File: config.mk
export PLATFORM = sky130hd
export DESIGN_NAME = sram_bank_controller
export DESIGN_NICKNAME = d
export VERILOG_FILES = /design/src/rtl/sram_bank_controller.sv
export SDC_FILE = /design/constraint.sdc
export NUM_CORES = 1
export LEC_CHECK = 0
export CAP_MARGIN = 20
export CORE_UTILIZATION = 40
export DETAILED_ROUTE_END_ITERATION = 7
export GPL_ROUTABILITY_DRIVEN = 0
export MAX_ROUTING_LAYER = met4
export PLACE_DENSITY = 0.78
export SYNTH_ARGS = -nofsm -noshare
export SYNTH_HDL_FRONTEND = slang
export SYNTH_SLANG_ARGS = --single-unit
export TNS_END_PERCENT = 20
File: constraint.sdc
create_clock -name Clock -period 1.85 [get_ports Clock]
set_clock_uncertainty 0.05 [all_clocks]
set_input_delay 0.2775 -clock Clock [delete_from_list [all_inputs] [get_ports Clock]]
set_output_delay 0.2775 -clock Clock [all_outputs]
set_load 0.01 [all_outputs]
File: src/rtl/sram_bank_controller.sv
// sram_bank_controller
// Splits the SRAM window into NUM_BANKS equal banks (selected by the top
// address bits) and runs a clocked 68000 bus-cycle handshake on top of it:
// registered one-hot bank selects, byte lanes, OE/WE strobes, programmable
// wait states before DTACK, and bus error for unpopulated banks.
module sram_bank_controller #(
    parameter int                   ADDR_WIDTH   = 17,
    parameter int                   NUM_BANKS    = 4,
    parameter int                   WAIT_STATES  = 1,
    parameter logic [NUM_BANKS-1:0] BANK_PRESENT = {NUM_BANKS{1'b1}}
) (
    input  logic                  Clock,
    input  logic                  Reset_H,
    input  logic [ADDR_WIDTH-1:0] Address,
    input  logic                  SRamSelect_H,
    input  logic                  AS_L,
    input  logic                  UDS_L,
    input  logic                  LDS_L,
    input  logic                  RW,
    output logic [NUM_BANKS-1:0]  BankSel_H,
    output logic                  UpperByte_H,
    output logic                  LowerByte_H,
    output logic                  OE_L,
    output logic                  WE_L,
    output logic                  Dtack_L,
    output logic                  BErr_L,
    output logic                  Busy_H
);

    localparam int BANK_BITS = $clog2(NUM_BANKS);

    typedef enum logic [1:0] {
        S_IDLE   = 2'd0,
        S_ACCESS = 2'd1,
        S_ACK    = 2'd2,
        S_ERROR  = 2'd3
    } state_t;

    state_t               r_state;
    logic [3:0]           r_wait_cnt;
    logic [NUM_BANKS-1:0] r_bank_sel;
    logic                 r_upper_byte;
    logic                 r_lower_byte;
    logic                 r_oe_l;
    logic                 r_we_l;
    logic                 r_dtack_l;
    logic                 r_berr_l;
    logic                 r_busy;

    logic [BANK_BITS-1:0] w_bank_idx;
    logic [NUM_BANKS-1:0] w_bank_onehot;
    logic                 w_bank_present;
    logic                 w_request;
    logic                 w_addr_unused;

    // Bank index is the top BANK_BITS of the word address; the lower lines
    // address inside the bank and belong to the SRAM chips, not to us.
    assign w_bank_idx    = Address[ADDR_WIDTH-1 -: BANK_BITS];
    assign w_addr_unused = ^Address[ADDR_WIDTH-BANK_BITS-1:0];

    // One-hot decode of the bank index, one comparator per bank.
    genvar gi;
    generate
        for (gi = 0; gi < NUM_BANKS; gi++) begin : g_bank_decode
            assign w_bank_onehot[gi] = (w_bank_idx == BANK_BITS'(gi));
        end
    endgenerate

    assign w_bank_present = |(w_bank_onehot & BANK_PRESENT);

    // A bus cycle needs the window hit, address strobe and at least one data strobe.
    assign w_request = SRamSelect_H & ~AS_L & (~UDS_L | ~LDS_L);

    // Bus-cycle FSM with all outputs registered alongside the state.
    always_ff @(posedge Clock) begin
        if (Reset_H) begin
            r_state      <= S_IDLE;
            r_wait_cnt   <= 4'd0;
            r_bank_sel   <= '0;
            r_upper_byte <= 1'b0;
            r_lower_byte <= 1'b0;
            r_oe_l       <= 1'b1;
            r_we_l       <= 1'b1;
            r_dtack_l    <= 1'b1;
            r_berr_l     <= 1'b1;
            r_busy       <= 1'b0;
        end else if (r_state == S_IDLE) begin
            if (w_request) begin
                r_busy <= 1'b1;
                if (w_bank_present) begin
                    // Inputs are latched here; later address changes cannot move the select.
                    r_state      <= S_ACCESS;
                    r_wait_cnt   <= 4'(WAIT_STATES);
                    r_bank_sel   <= w_bank_onehot;
                    r_upper_byte <= ~UDS_L;
                    r_lower_byte <= ~LDS_L;
                    r_oe_l       <= ~RW;
                    r_we_l       <= RW;
                end else begin
                    r_state  <= S_ERROR;
                    r_berr_l <= 1'b0;
                end
            end
        end else if (AS_L) begin
            // Address strobe released: ends ACK/ERROR normally, aborts ACCESS.
            r_state      <= S_IDLE;
            r_wait_cnt   <= 4'd0;
            r_bank_sel   <= '0;
            r_upper_byte <= 1'b0;
            r_lower_byte <= 1'b0;
            r_oe_l       <= 1'b1;
            r_we_l       <= 1'b1;
            r_dtack_l    <= 1'b1;
            r_berr_l     <= 1'b1;
            r_busy       <= 1'b0;
        end else if (r_state == S_ACCESS) begin
            if (r_wait_cnt == 4'd0) begin
                r_state   <= S_ACK;
                r_dtack_l <= 1'b0;
            end else begin
                r_wait_cnt <= r_wait_cnt - 4'd1;
            end
        end
    end

    assign BankSel_H   = r_bank_sel;
    assign UpperByte_H = r_upper_byte;
    assign LowerByte_H = r_lower_byte;
    assign OE_L        = r_oe_l;
    assign WE_L        = r_we_l;
    assign Dtack_L     = r_dtack_l;
    assign BErr_L      = r_berr_l;
    assign Busy_H      = r_busy;

endmodule

## Yosys cells after proc, flatten, opt, wreduce, memory -nomap -nowiden

Cells that the tools add are included.

| storage, ports and cells | value |
|---|---|
| bits in registers | 17 |
| bits of input ports | 24 |
| output and inout port bits | 11 |
| logic and storage cells | 80 |

| operators by class | value |
|---|---|
| $add $sub $neg | 1 |
| equality and inequality tests | 8 |
| mux-type cells | 38 |
| bitwise operators | 8 |
| reductions and logical operators | 15 |

Operators by type and width:

| operator | number |
|---|---|
| 2-to-1 mux 4 bit | 10 |
| 2-to-1 mux 1 bit | 22 |
| 2-to-1 mux 2 bit | 6 |
| AND reduction 3 bit | 4 |
| inequality test 2 bit, second input constant | 3 |
| nonzero test 2 bit | 3 |
| nonzero test 3 bit | 2 |
| inverter 1 bit | 5 |
| equality test 2 x 1 -> 1 bit, second input constant | 2 |
| equality test 2 bit, second input constant | 2 |
| logical NOT 2 bit | 2 |
| logical NOT 4 bit | 1 |
| AND reduction 4 bit | 1 |
| OR reduction 4 bit | 1 |
| subtractor 4 x 1 -> 4 bit, second input constant | 1 |
| inequality test 3 bit, second input constant | 1 |
| AND 1 bit | 2 |
| AND reduction 2 bit | 1 |
| OR 1 bit | 1 |

## Depth between registers and ports, before layout

| depth | value |
|---|---|
| depth in word-level cells | 5 |
| mapped depth | 6 |
| gate-level depth less buffers | 6 |

## Least setup slack after synthesis

No wires, ideal clock.

| timing path | value |
|---|---|
| kind | reg-to-reg |
| start point | reg r_wait_cnt[0] |
| end point | reg r_wait_cnt[2] |
| setup time | 0.071 ns |
| arrival | 1.343 ns |
| required time | 1.729 ns |
| slack | 0.386 ns |
| stages on the path, launching flop included | 7 |
| buffers on the path | 0 |
| clock period less this slack | 1.464 ns |
| path through | dfxtp_1 inv_1 ha_1 nand2b_1 a21oi_1 or4b_1 a21oi_1 |

| on the way | value |
|---|---|
| word-level cells in the longest chain between the ends | 5 |
| elaborated cells on any way between the ends | 8 |
| classes of those cells | 1 x add/sub; 1 x eq/ne; 4 x mux; 2 x reduce/logical |

RTL lines:

| element | RTL line | RTL |
|---|---|---|
| start, declared | 40 | `logic [3:0] r_wait_cnt;` |
| start signal, assigned | 93 | `r_wait_cnt <= 4'(WAIT_STATES);` |
| start signal, assigned | 121 | `r_wait_cnt <= r_wait_cnt - 4'd1;` |
| subtractor 4 x 1 -> 4 bit | 121 |  |
| 2-to-1 mux 4 bit | 117 | `if (r_wait_cnt == 4'd0) begin` |
| 2-to-1 mux 4 bit | 116 | `end else if (r_state == S_ACCESS) begin` |
| 2-to-1 mux 4 bit | 104 | `end else if (AS_L) begin` |
| 2-to-1 mux 4 bit | 87 | `end else if (r_state == S_IDLE) begin` |

Parallel ways exist; a longest one is shown, timed or not. The select of a mux whose other input is x is not followed.
A chain may end at the register's enable or synchronous reset.

## Final worst setup path

Same ends and word-level chain as after synthesis.

==> summary.md <==
| Metric | Value |
|---|---|
| Status | finished clean |
| Worst Setup Path Type | reg -> reg |
| Fin crit period | 1.61 ns |
| Worst Tran Pin Value | 0.415 ns |
| CTS Hold Buffers Added | 0 |
| Period utilization | 87.0% |
| Clock slew seen by the registers of the worst setup and hold paths | 0.10 ns |
| Met3 Usage GRT | 8.33% |
| DP HPWL | 1320 um |
| Max-slew violation count | 0 |
| Drt drc | 0 |
| Layout cell share with drive strength beyond 1 | 14.7% |
| Cell accounting for the most synthesized area | dfxtp_1 |
| Hold_ws | 0.408 ns |
| Num CTS Buffers | 3 |
| Cells after Synth | 90 |
| Max Cap Viol | 0 |
| Reg power frac | 53.0% |
| Area delta synth->final | 36.5% |
| Vias in the first global route | 687 |
| Largest stage delay, worst path | 0.47 ns |
| Chip height | 45.9 um |
| First-pass GRT wire length | 2840 um |
| Setup bufs post-CTS | 0 |
| Number of detailed-route iterations in the first pass | 4 |
| CP Launch Type | flop |
| Starting Density | 43.8% |
| PD cells | 717 nW/um2 |
| Nets | 143 |
| CP max-delay cell | or4b_1 |
| Cell Chain, Critical Path | inv_1, ha_1, nand2b_1, a21oi_1, or4b_1, a21oi_1 |
| Internal power | 548 uW |
| Root buffer cell | clkbuf_4 |
| Antenna violations before repair | 0 |
| Largest cells by area after synthesis | dfxtp_1 44%, a21oi_1 8.4%, nand3_1 5.2%, nand2_1 3.4%, ha_1 3.2% |
| Gr usage total | 20.1% |
| Clock network power share | 26.3% |
| Met1 GRT Util | 22.3% |
| Avg Cell Area, Syn | 8.58 um2 |
| Number of fill cells | 181 |
| Synth warn | 0 |
| Post-place instance area | 1030 um2 |
| HP Class | reg -> reg |
| Chip width | 45.9 um |
| Full die area | 2110 um2 |
| Finish-stage setup viols | 0 |
| Standard-cell rows | 15 |
| Detailed-route vias per instance | 5.30 |
| Largest net degree at the start of global routing | 11 |
| Flop and latch count out of synthesis | 17 |
| Sequential area share after synthesis | 44.1% |
| Via count | 748 |
| Post-CTS sizing | 0 |
| Routed wire length | 1730 um |
| Skew-Pair Late Insertion Delay | 0.29 ns |
| CTS tree | built |
| Part of the power in combinational logic | 20.7% |
| Critical-path maximum fanout | 4 |
| Final hold viol count | 0 |
| CTS sink count | 17 |
| Crit path DAT | 1.80 ns |
| Distinct cells, synth | 29 |
| Routed len/inst | 12.3 um |
| Final instance area | 1050 um2 |
| LEAKAGE | 0.384 nW |
| Net count after synthesis | 116 |
| Crit path capture type | flop |
| Core footprint | 1760 um2 |
| Sw frac | 27.4% |
| RSZ-0062 raised after global routing | no |
| # port buffers | 19 |
| GRT overflow | 0 |
| Area of the multi-input gates | 408 um2 |
| Setup tns final | 0 ns |
| Most common cell type on the critical path | a21oi_1 |
| Met2 usage in global routing | 32.1% |
| Antenna diode count | 0 |
| Post-route ant nets | 0 |
| H-tree Lvls | 1 |
| Worst IR Drop VDD | 0.000471 V |
| Initial DRC count | 15 |
| Max-slew headroom | 72.2% |
| Yosys top cell area share | 44.1% |
| Required time of the critical path | 2.04 ns |
| Mapped cell area | 772 um2 |
| Sw power | 207 uW |
| Bufs on Longest Clock Path | 2 |
| Max Fclk | 621 MHz |
| Top Usage Layer GRT | met2 |
| Register area | 340 um2 |
| IO Pins | 35 |
[worst paths after layout]
kind                 startpoint             to  slack (ns)  depth (start not counted)
hold reg to reg          BErr_L         BErr_L        0.41                          1
setup / recovery  r_wait_cnt[0]  r_wait_cnt[2]        0.24                          6
setup reg to reg  r_wait_cnt[0]  r_wait_cnt[2]        0.24                          6
hold / removal           BErr_L         BErr_L        0.41                          1
[power by group through the flow]
stage               clock network [mW]  registers (mW)  logic (mW)
floorplan                            0           0.410      0.0850
global placement                     0           0.408       0.153
detailed placement                   0           0.409       0.156
CTS                              0.209           0.400       0.157
global route                     0.227           0.404       0.172
finish                           0.198           0.400       0.156
[per-layer routing]
layer	up-vias	share of wire (%)
li1	371	-
met4	0	0.58
met3	2	4.4
met2	20	50
met5	-	0
met1	355	45
[logic make-up (layout without fill, tap and decap cells)]
| group | Yosys count | count (layout) | share of synthesized area, % |
|---|---|---|---|
| AO/OA/AOI/OAI | 22 | 22 | 16.4 |
| adder cells (fa/ha/maj) | 2 | 2 | 3.24 |
| buffers and inverters | 6 | 32 | 3.08 |
| flip-flops | 17 | 17 | 44.1 |
| multiplexers | 2 | 2 | 2.92 |
| AND/OR/NAND/NOR | 41 | 41 | 30.3 |
[per-stage QoR]
step                cells  setup WS [ns]  total power, mW  utilization (%)
floorplan              90          0.386            0.495                -
detailed placement    137         0.0495            0.564             58.2
global placement      137         0.0821            0.561             58.2
global route          141          0.133            0.803             59.7
finish                141          0.240            0.755             59.7
CTS                   141          0.240            0.766             59.7
[flip-flops by register name (all words and copies together), names as in the netlist]
name         cells
BErr_L           1
Dtack_L          1
Busy_H           1
LowerByte_H      1
UpperByte_H      1
r_wait_cnt       4
BankSel_H        4
r_state          2
OE_L             1
WE_L             1
[placed cells by master (no fill, tap or decap)]
master	instances
a21bo_2	1
a21o_1	1
a21oi_1	13
a31oi_1	1
and3_2	1
buf_4	6
clkbuf_4	3
clkdlybuf4s50_1	19
clkinv_2	1
dfxtp_1	17
ha_1	2
inv_1	3
mux2_2	2
nand2_1	7
nand2b_1	4
nand3_1	8
nand3b_1	3
nand4_1	1
nand4bb_1	1
nor2_1	5
nor2_2	1
nor2b_1	2
nor3b_1	1
o211ai_1	1
o21ai_0	3
o21ai_1	1
o311a_1	1
or2_2	2
or3_1	2
or4_1	2
or4b_1	1
[cell usage after synthesis (all sizes together)]
cell type and count:
a21bo 1, a21o 1, a21oi 13, a31oi 1, and3 1, buf 1
clkbuf 2, dfxtp 17, ha 2, inv 3, mux2 2, nand2 7
nand2b 4, nand3 8, nand3b 3, nand4 1, nand4bb 1, nor2 6
nor2b 2, nor3b 1, o211ai 1, o21ai 4, o311a 1, or2 2
or3 2, or4 2, or4b 1
[final cells by class]
class | instances | area share [%]
clock buffer | 3 | 2.14
clock inverter | 1 | 0.475
inverter | 3 | 1.07
multi-input combinational | 67 | 38.7
sequential | 17 | 32.3
tap | 25 | 2.97
timing repair buffer | 25 | 22.3
[critical path: cells and delay by family, from the launching register on]
kind	cells	cell delay, ns
AO/OA/AOI/OAI	2	0.24
adder cells (fa/ha/maj)	1	0.23
buffers and inverters	1	0.09
AND/OR/NAND/NOR	2	0.56
flip-flops	1	0.38
No activity file was read; power rests on OpenSTA's default activity.
